## config.mk

```make
export PLATFORM = sky130hd
export DESIGN_NAME = imem_fetch_ctrl
export DESIGN_NICKNAME = d
export VERILOG_FILES = /design/src/rtl/imem_fetch_ctrl.sv
export SDC_FILE = /design/constraint.sdc
export NUM_CORES = 1
export LEC_CHECK = 0
export ABC_AREA = 1
export CORE_ASPECT_RATIO = 0.7
export CORE_MARGIN = 2
export CORE_UTILIZATION = 35
export CTS_BUF_LIST = sky130_fd_sc_hd__clkbuf_2 sky130_fd_sc_hd__clkbuf_4 sky130_fd_sc_hd__clkbuf_8
export DETAILED_ROUTE_END_ITERATION = 6
export DONT_BUFFER_PORTS = 1
export GPL_ROUTABILITY_DRIVEN = 0
export PLACE_DENSITY = 0.51
export SLEW_MARGIN = 20
export SYNTH_ARGS = -nofsm -noshare
export SYNTH_HDL_FRONTEND = slang
export SYNTH_SLANG_ARGS = --single-unit
export TNS_END_PERCENT = 1
```

## constraint.sdc

```tcl
create_clock -name clk -period 2.74 [get_ports clk]
set_input_delay 0.137 -clock clk [delete_from_list [all_inputs] [get_ports clk]]
set_output_delay 0.137 -clock clk [all_outputs]
set_load 0.01 [all_outputs]
```

## src/rtl/imem_fetch_ctrl.sv

```systemverilog
// Instruction-fetch sequencer: owns the PC, reads the async imem ROM and
// registers each word into a valid/ready stage toward decode.
module imem_fetch_ctrl #(
  parameter int unsigned        ADDR_W    = 6,
  parameter int unsigned        DATA_W    = 32,
  parameter logic [DATA_W-1:0]  HALT_WORD = '0,
  parameter logic [ADDR_W-1:0]  RESET_PC  = '0
) (
  input  logic              clk,
  input  logic              reset,
  input  logic              fetch_en,
  output logic [ADDR_W-1:0] imem_addr,
  input  logic [DATA_W-1:0] imem_q,
  input  logic              br_valid,
  input  logic [ADDR_W-1:0] br_target,
  output logic              instr_valid,
  input  logic              instr_ready,
  output logic [DATA_W-1:0] instr,
  output logic [ADDR_W-1:0] instr_pc,
  output logic              halted,
  output logic [31:0]       fetch_cnt
);

  typedef enum logic {S_RUN, S_HALT} state_t;

  state_t              r_state, w_state_n;
  logic [ADDR_W-1:0]   r_pc, w_pc_n;
  logic                r_valid, w_valid_n;
  logic [DATA_W-1:0]   r_instr, w_instr_n;
  logic [ADDR_W-1:0]   r_ipc, w_ipc_n;
  logic [31:0]         r_cnt, w_cnt_n;
  logic                w_hs, w_ld;

  assign imem_addr   = r_pc;
  assign instr_valid = r_valid;
  assign instr       = r_instr;
  assign instr_pc    = r_ipc;
  assign halted      = (r_state == S_HALT);
  assign fetch_cnt   = r_cnt;

  assign w_hs = r_valid & instr_ready;
  assign w_ld = (r_state == S_RUN) & fetch_en & ~br_valid & (~r_valid | instr_ready);

  always_comb begin
    w_state_n = r_state;
    w_pc_n    = r_pc;
    w_valid_n = r_valid;
    w_instr_n = r_instr;
    w_ipc_n   = r_ipc;
    w_cnt_n   = r_cnt + (w_hs ? 32'd1 : 32'd0);
    // Redirect flushes the held word, but a same-cycle handshake is still counted above.
    if (br_valid) begin
      w_pc_n    = br_target;
      w_valid_n = 1'b0;
      w_state_n = S_RUN;
    end else if (w_ld) begin
      if (imem_q != HALT_WORD) begin
        w_instr_n = imem_q;
        w_ipc_n   = r_pc;
        w_valid_n = 1'b1;
        w_pc_n    = r_pc + ADDR_W'(1);
      end else begin
        w_state_n = S_HALT;
        w_valid_n = 1'b0;
      end
    end else if (w_hs) begin
      w_valid_n = 1'b0;
    end
  end

  always_ff @(posedge clk) begin
    if (!reset) begin
      r_state <= S_RUN;
      r_pc    <= RESET_PC;
      r_valid <= 1'b0;
      r_instr <= '0;
      r_ipc   <= '0;
      r_cnt   <= '0;
    end else begin
      r_state <= w_state_n;
      r_pc    <= w_pc_n;
      r_valid <= w_valid_n;
      r_instr <= w_instr_n;
      r_ipc   <= w_ipc_n;
      r_cnt   <= w_cnt_n;
    end
  end

endmodule

```

==> impl_results.md, run 1 <==
* Status: finished, final reports clean
* Die width at 124 µm
* I/O pins at 121
* Vias per cell at 4.95
* Crit-path max FO at 5
* Placed cell areas at 3580 µm²
* Crit Path Class: flip-flop to flip-flop
* Final Setup Violations at 0
* Sequential area share after synthesis at 44.5%
* R2R Path Start: instr_valid$_SDFFE_PP0P_
* Area grow syn2layout at 17.3%
* Setup crit end kind: flip-flop
* Starting density of the core at 36.1%
* Least-Margin Pin Slew at 0.692 ns
* Critical Path AT at 2.24 ns
* Ys Warns at 0
* Maxcap violations at 0
* Family with the most delay on the worst path: simple AND/OR/NAND/NOR gates
* Buf/Inv on CP at 1
* CTS tree: yes
* Crit path depth at 11
* DR vias at 3346
* Initial antenna violation count at 0
* Mapped Nets at 561
* Startpoint types: flip-flop
* Final critical-path required period at 1.97 ns
* Min-delay src: br_target[4]
* Drt pass-1 iters at 5
* Post-route clock period utilization at 71.8%
* TNS Setup at 0 ns
* Number of cell rows at 30
* Fin nets at 590
* DIE HEIGHT at 87.8 µm
* Port bufs at 0
* Htree depth at 3
* Clock sink count at 78
* R2R setup slack at 0.77 ns
* ANT cells at 0
* Critical-path cell list: nand2_1, inv_1, ha_1, ha_1, nand2_1, nor2_2, nand3_1, nor2_1, nand2_1, or2_2, a21oi_1
* RSZ-0062 raised after global routing: no
* Area of the multi-input gates at 1720 µm²
* Final global-route overflow total at 0
* Synthesized netlist cell count at 514
* Largest net degree at the start of global routing at 59
* Peak supply drop at 245 µV
* Netlist cell types at 31
* Core area at 9720 µm²
* Post-CTS sizing at 0
* Most frequent CP cell: nand2_1
* Drt wl/cell at 14.7 µm
* Overall global routing resource usage at 18.9%
* Final Hold Viols at 0
* CP max stage delay at 0.42 ns
* Reg area at 1560 µm²
* 1st-iter DRT viols at 233
* Vias in the first global route at 3112
* Critical Path Start: instr_valid$_SDFFE_PP0P_
* Clock Latency Late Sink at 0.35 ns
* Cts hold-fix bufs at 34
* Fraction of layout cells with a size suffix above 1 at 4.93%
* Layout Skew at 0.00640 ns
* Crit path required time at 3.01 ns
* FMAX at 508 MHz
* Post-route cell area at 4110 µm²
* Reg2Reg Capture Point: fetch_cnt[30]$_SDFF_PN0_
* Depth of the worst register-to-register path at 11
* Synthesized area at 3510 µm²
* Asr flop ratio synth at 0%
* Synthesis-stage register bit count at 78
* Post-synth EDFFs at 0
* Final Core Density at 42.3%
* Crit-path slowest cell: dfxtp_1
* Ys flop type: dfxtp_1
* Total wire length at 9.92 mm
* Postcts setup bufs at 0
* HP Class: primary input to flip-flop
* DRT antenna net count at 0
* Longest Clk Path Bufs at 2
* Fillers at 1028
* Worst setup path end: fetch_cnt[30]$_SDFF_PN0_
* Static leakage at 0.00152 µW
* Clock transition at the registers of the reported paths at 0.08 ns
* Die Area at 10900 µm²
* Global-route wire length before repair at 15.7 mm
* Slew HR at 53.8%
* CTS root buffer: clkbuf_8
* Post-DP HPWL at 6.90 mm
* Slew Limit Fails at 0
* Num CTS Buffers at 9
* PwrDens at 539 nW/µm²
* Detailed-route DRC error count at 0
* Avg Inst Size Synth at 6.83 µm²
==> where the power goes <==
part | internal, µW | total, µW | switching (µW)
registers | 1180 | 1240 | 58.1
clock network | 340 | 804 | 464
logic | 81.2 | 178 | 96.6
==> cells in the mapped netlist, types with 2 or more instances <==
library cell	count	area share, %
nand3b_1	3	0.64
nor2_1	146	16
buf_4	4	0.86
or2_2	2	0.36
o21bai_1	2	0.43
nand4_1	5	0.89
ha_1	4	1.4
clkbuf_1	8	0.86
nand3_1	21	3.0
nor2_4	2	0.64
o21a_1	3	0.64
xor2_1	4	1.0
dfxtp_1	78	45
nor3_1	10	1.4
a21oi_1	27	3.9
inv_1	35	3.7
clkbuf_2	3	0.43
o21ai_0	51	7.3
nand2_1	94	10
==> kinds of logic (layout without fill, tap and decap cells) <==
logic type	Yosys count	in the layout	synth area share, %
AOI/OAI and AO/OA	86	86	12.8
xor gates and xnor gates	5	5	1.25
adders and majority gates	4	4	1.43
buffers and inverters	54	88	6.56
DFF	78	78	44.5
and+or+nand+nor	287	287	33.5
==> flip-flops by register name (all words and copies together), names as in the netlist <==
name and count:
fetch_cnt 32, imem_addr 6, instr_valid 1, halted 1, instr 32, instr_pc 6
==> metal layers <==
metal | wire length [µm] | GRT usage (%)
met5 | 0 | 0
met4 | 148 | 6.61
met3 | 826 | 6.32
met2 | 3940 | 26.2
met1 | 5010 | 27.0
==> per-stage QoR <==
step / total power (µW) / worst slack [ns] / cells / hold slack, ns
after floorplan: 1370 / 1.00 / 514 / 0.300
after CTS: 2260 / 0.753 / 676 / 0.0290
after detailed placement: 1390 / 0.794 / 626 / 0.244
after global placement: 1380 / 0.851 / 626 / 0.239
final: 2220 / 0.772 / 676 / 0.0581
after global routing: 2340 / 0.449 / 676 / 0.0390
==> worst register-to-register path: cells and delay by family, from the launching register on <==
family / cells / cell delay, ns
compound gates: 1 / 0.12
buf+inv: 1 / 0.08
simple gates: 7 / 0.94
flops: 1 / 0.42
fa+ha+maj: 2 / 0.32
==> cells in the final DEF, fill, tap and decap left out, types with 3 or more instances in the layout <==
master	instances
nor2_1	146
nand2_1	94
dfxtp_1	78
o21ai_0	51
inv_1	35
dlygate4sd3_1	33
a21oi_1	27
nand3_1	21
nor3_1	10
clkbuf_8	9
nand4_1	5
xor2_1	4
ha_1	4
inv_6	4
nand3b_1	3
o21a_1	3
==> cell type report <==
class	count	area share, %
Multi-Input combinational cell	382	41.7
Sequential cell	78	38.0
Timing Repair Buffer	35	8.70
Tap cell	128	3.89
Inverter	37	3.38
Clock buffer	9	3.01
Clock inverter	7	1.34
==> worst min-delay path by stage <==
stage	slack, ns	endpoint	cells past startpoint
after floorplan	0.30	instr[0]$_SDFFE_PN0P_	2
after global placement	0.24	fetch_cnt[1]$_SDFF_PN0_	2
after global routing	0.04	imem_addr[3]$_SDFFE_PN0P_	4
after CTS	0.03	imem_addr[3]$_SDFFE_PN0P_	4
final	0.06	imem_addr[4]$_SDFFE_PN0P_	4
after detailed placement	0.24	fetch_cnt[1]$_SDFF_PN0_	2
Note: power is estimated with default switching activity, not from simulation.
==> run 2: changes to the inputs <==
- PLACE_DENSITY: 0.51 -> 0.53
- clock period: 2.74 -> 1.7 ns (I/O delays scaled with it)
==> run 2 against run 1 <==
Compared with the run above:
- via count up 8.1%
- register-to-register slack worse by 0.74 ns
- hold slack worse by 0.025 ns
- total power up 74%
- non-clock buffer count up 65
- combinational power up 92%
- sequential power up 60%
- critical path type unchanged
==> impl_results.md, run 2 (synthesis results as in run 1) <==
* Status: finished, final reports clean
* Static leakage at 0.00191 µW (+26%)
* Post-route clock period utilization at 97.9% (+26 points)
* Crit path required time at 1.94 ns (-1.07 ns)
* Setup crit end kind: flip-flop
* Overall global routing resource usage at 20.5% (+1.6 points)
* Post-DP HPWL at 7.34 mm (+6.3%)
* Maxcap violations at 0 (unchanged)
* CTS root buffer: clkbuf_8
* Global-route wire length before repair at 17.1 mm (+8.9%)
* DIE HEIGHT at 87.8 µm (unchanged)
* Final Hold Viols at 0 (unchanged)
* Critical Path AT at 1.91 ns (-0.33 ns)
* R2R setup slack at 0.04 ns (-0.74 ns)
* Most frequent cells in the layout: 142 x nor2_1, 87 x nand2_1, 74 x dfxtp_1
* Most frequent CP cell: nand2_2
* Depth of the worst register-to-register path at 12 (+1)
* CP max stage delay at 0.34 ns (-0.08 ns)
* Min-delay src: br_valid
* Final Setup Violations at 0 (unchanged)
* Area grow syn2layout at 37.4%
* Crit Path Class: flip-flop to flip-flop
* HP Class: primary input to flip-flop
* ANT cells at 0 (unchanged)
* Fin nets at 655 (+11%)
* Worst hold path depth at 4 (unchanged)
* Slew HR at 65.5% (+12 points)
* Drt pass-1 iters at 4 (-1)
* Placed cell areas at 3960 µm² (+11%)
* Clock Latency Late Sink at 0.36 ns (about the same)
* Family with the most delay on the worst path: simple AND/OR/NAND/NOR gates
* Port bufs at 0 (unchanged)
* Crit-path slowest cell: dfxtp_2
* Reg2Reg Capture Point: fetch_cnt[28]$_SDFF_PN0_
* Final Worst Setup Slack at 0.0361 ns (-0.736 ns)
* Num CTS Buffers at 9 (unchanged)
* Hold Path Sink: imem_addr[2]$_SDFFE_PN0P_
* RSZ-0062 raised after global routing: yes
* CTS tree: yes
* Clock transition at the registers of the reported paths at 0.08 ns (about the same)
* 1st-iter DRT viols at 190 (-18%)
* Fraction of layout cells with a size suffix above 1 at 17.3% (+12 points)
* Die width at 124 µm (unchanged)
* Layout Skew at 0.00880 ns (+0.00240 ns)
* Buf/Inv on CP at 3 (+2)
* DRT antenna net count at 0 (unchanged)
* Htree depth at 3 (unchanged)
* Startpoint types: flip-flop
* Crit path depth at 12 (+1)
* Peak supply drop at 423 µV (+73%)
* Post-route cell area at 4820 µm² (+17%)
* Number of cell rows at 30 (unchanged)
* Total wire length at 10.9 mm (+9.4%)
* Least-Margin Pin Slew at 0.515 ns (-0.178 ns)
* Vias in the first global route at 3497 (+12%)
* Initial antenna violation count at 0 (unchanged)
* Longest Clk Path Bufs at 2 (unchanged)
* Fillers at 974 (-5.3%)
* Drt wl/cell at 14.6 µm (-0.19%)
* Crit-path max FO at 7 (+2)
* Core area at 9720 µm² (unchanged)
* Post-Place Worst Slack at -0.0168 ns (-0.810 ns)
* Vias per cell at 4.88 (-1.4%)
* DR vias at 3617 (+8.1%)
* Detailed-route DRC error count at 0 (unchanged)
* Critical-path cell list: nand2_2, inv_2, ha_4, ha_4, nand2_4, nor2_4, inv_2, nor2_4, buf_6, nand2_2, nand2_2, a21oi_2
* R2R Path Start: instr_valid$_SDFFE_PP0P_
* PwrDens at 802 nW/µm² (+49%)
* Slew Limit Fails at 0 (unchanged)
* Starting density of the core at 36.1% (unchanged)
* I/O pins at 121 (unchanged)
* Largest net degree at the start of global routing at 55 (-6.8%)
* Most common library cell in the layout ignoring fill and taps: nor2_1
* Final critical-path required period at 1.66 ns (-0.304 ns)
* Die Area at 10900 µm² (unchanged)
* FMAX at 601 MHz (+18%)
* Final global-route overflow total at 0 (unchanged)
* Clock sink count at 78 (unchanged)
## run 2: cell count changes in the layout (fill, tap and decap cells not counted), sizes merged, moves of 2 or more
| cell | change |
|---|---|
| inv | -4 |
| clkinv | +2 |
| bufinv | +2 |
| dlygate4sd3 | +12 |
| buf | +52 |
## run 2: timing repair
action,in CTS,in global routing
hold buffers,46,1
pin swaps,1,19
setup endpoints to repair,6,23
hold endpoints to repair,65,1
setup buffers,1,4
gates cloned,0,0
resized for setup,0,37
## run 2: layout make-up
cell class              instances  area [µm²]  area share (%)
clock buffers                  10         131            2.72
inverters                      37         141            2.93
flip-flops and latches         78        1570            32.5
multi-input cells             382        1840            38.1
clock inverters                 6        86.3            1.79
well taps                     128         160            3.32
repair buffers                100         901            18.7
## run 2: how the worst max path moves through the flow
stage,start,to
detailed placement,instr_valid$_SDFFE_PP0P_,fetch_cnt[30]$_SDFF_PN0_
global route,instr_valid$_SDFFE_PP0P_,fetch_cnt[28]$_SDFF_PN0_
global placement,instr_valid$_SDFFE_PP0P_,fetch_cnt[30]$_SDFF_PN0_
finish,instr_valid$_SDFFE_PP0P_,fetch_cnt[28]$_SDFF_PN0_
CTS,instr_valid$_SDFFE_PP0P_,fetch_cnt[30]$_SDFF_PN0_
floorplan,instr_valid$_SDFFE_PP0P_,fetch_cnt[30]$_SDFF_PN0_
## run 2: where the power goes
group	switching [µW]	total, µW	internal [µW]
sequential	86.3	1980	1900
clock	701	1540	841
combinational	176	342	166
## run 2: per-layer routing
| layer | vias up | track usage [%] | wire [µm] | part of all wire (%) |
|---|---|---|---|---|
| met1 | 1671 | 26.6 | 5150 | 47 |
| met4 | 0 | 5.79 | 112 | 1.0 |
| met5 | - | 0 | 0 | 0 |
| met3 | 11 | 7.36 | 888 | 8.2 |
| met2 | 108 | 32.3 | 4710 | 43 |
| li1 | 1827 | - | - | - |
## run 2: worst reg2reg max path, cell delays in order, from the launching register on
cell	delay, ns
dfxtp_2	0.34
nand2_2	0.06
inv_2	0.08
ha_4	0.16
ha_4	0.15
nand2_4	0.05
nor2_4	0.16
inv_2	0.07
nor2_4	0.18
buf_6	0.13
nand2_2	0.05
nand2_2	0.08
a21oi_2	0.05
## run 2: stage by stage
step,hold WS (ns),TNS [ns],instances,total power [µW],util (%)
after floorplan,0.248,0,514,2210,-
final,0.0334,0,741,3870,49.6
after CTS,0.0108,-0.00322,736,3900,47.9
after detailed placement,0.194,-0.0211,673,2260,40.8
after global placement,0.190,0,673,2250,40.8
after global routing,0.0449,-0.525,741,4050,49.6
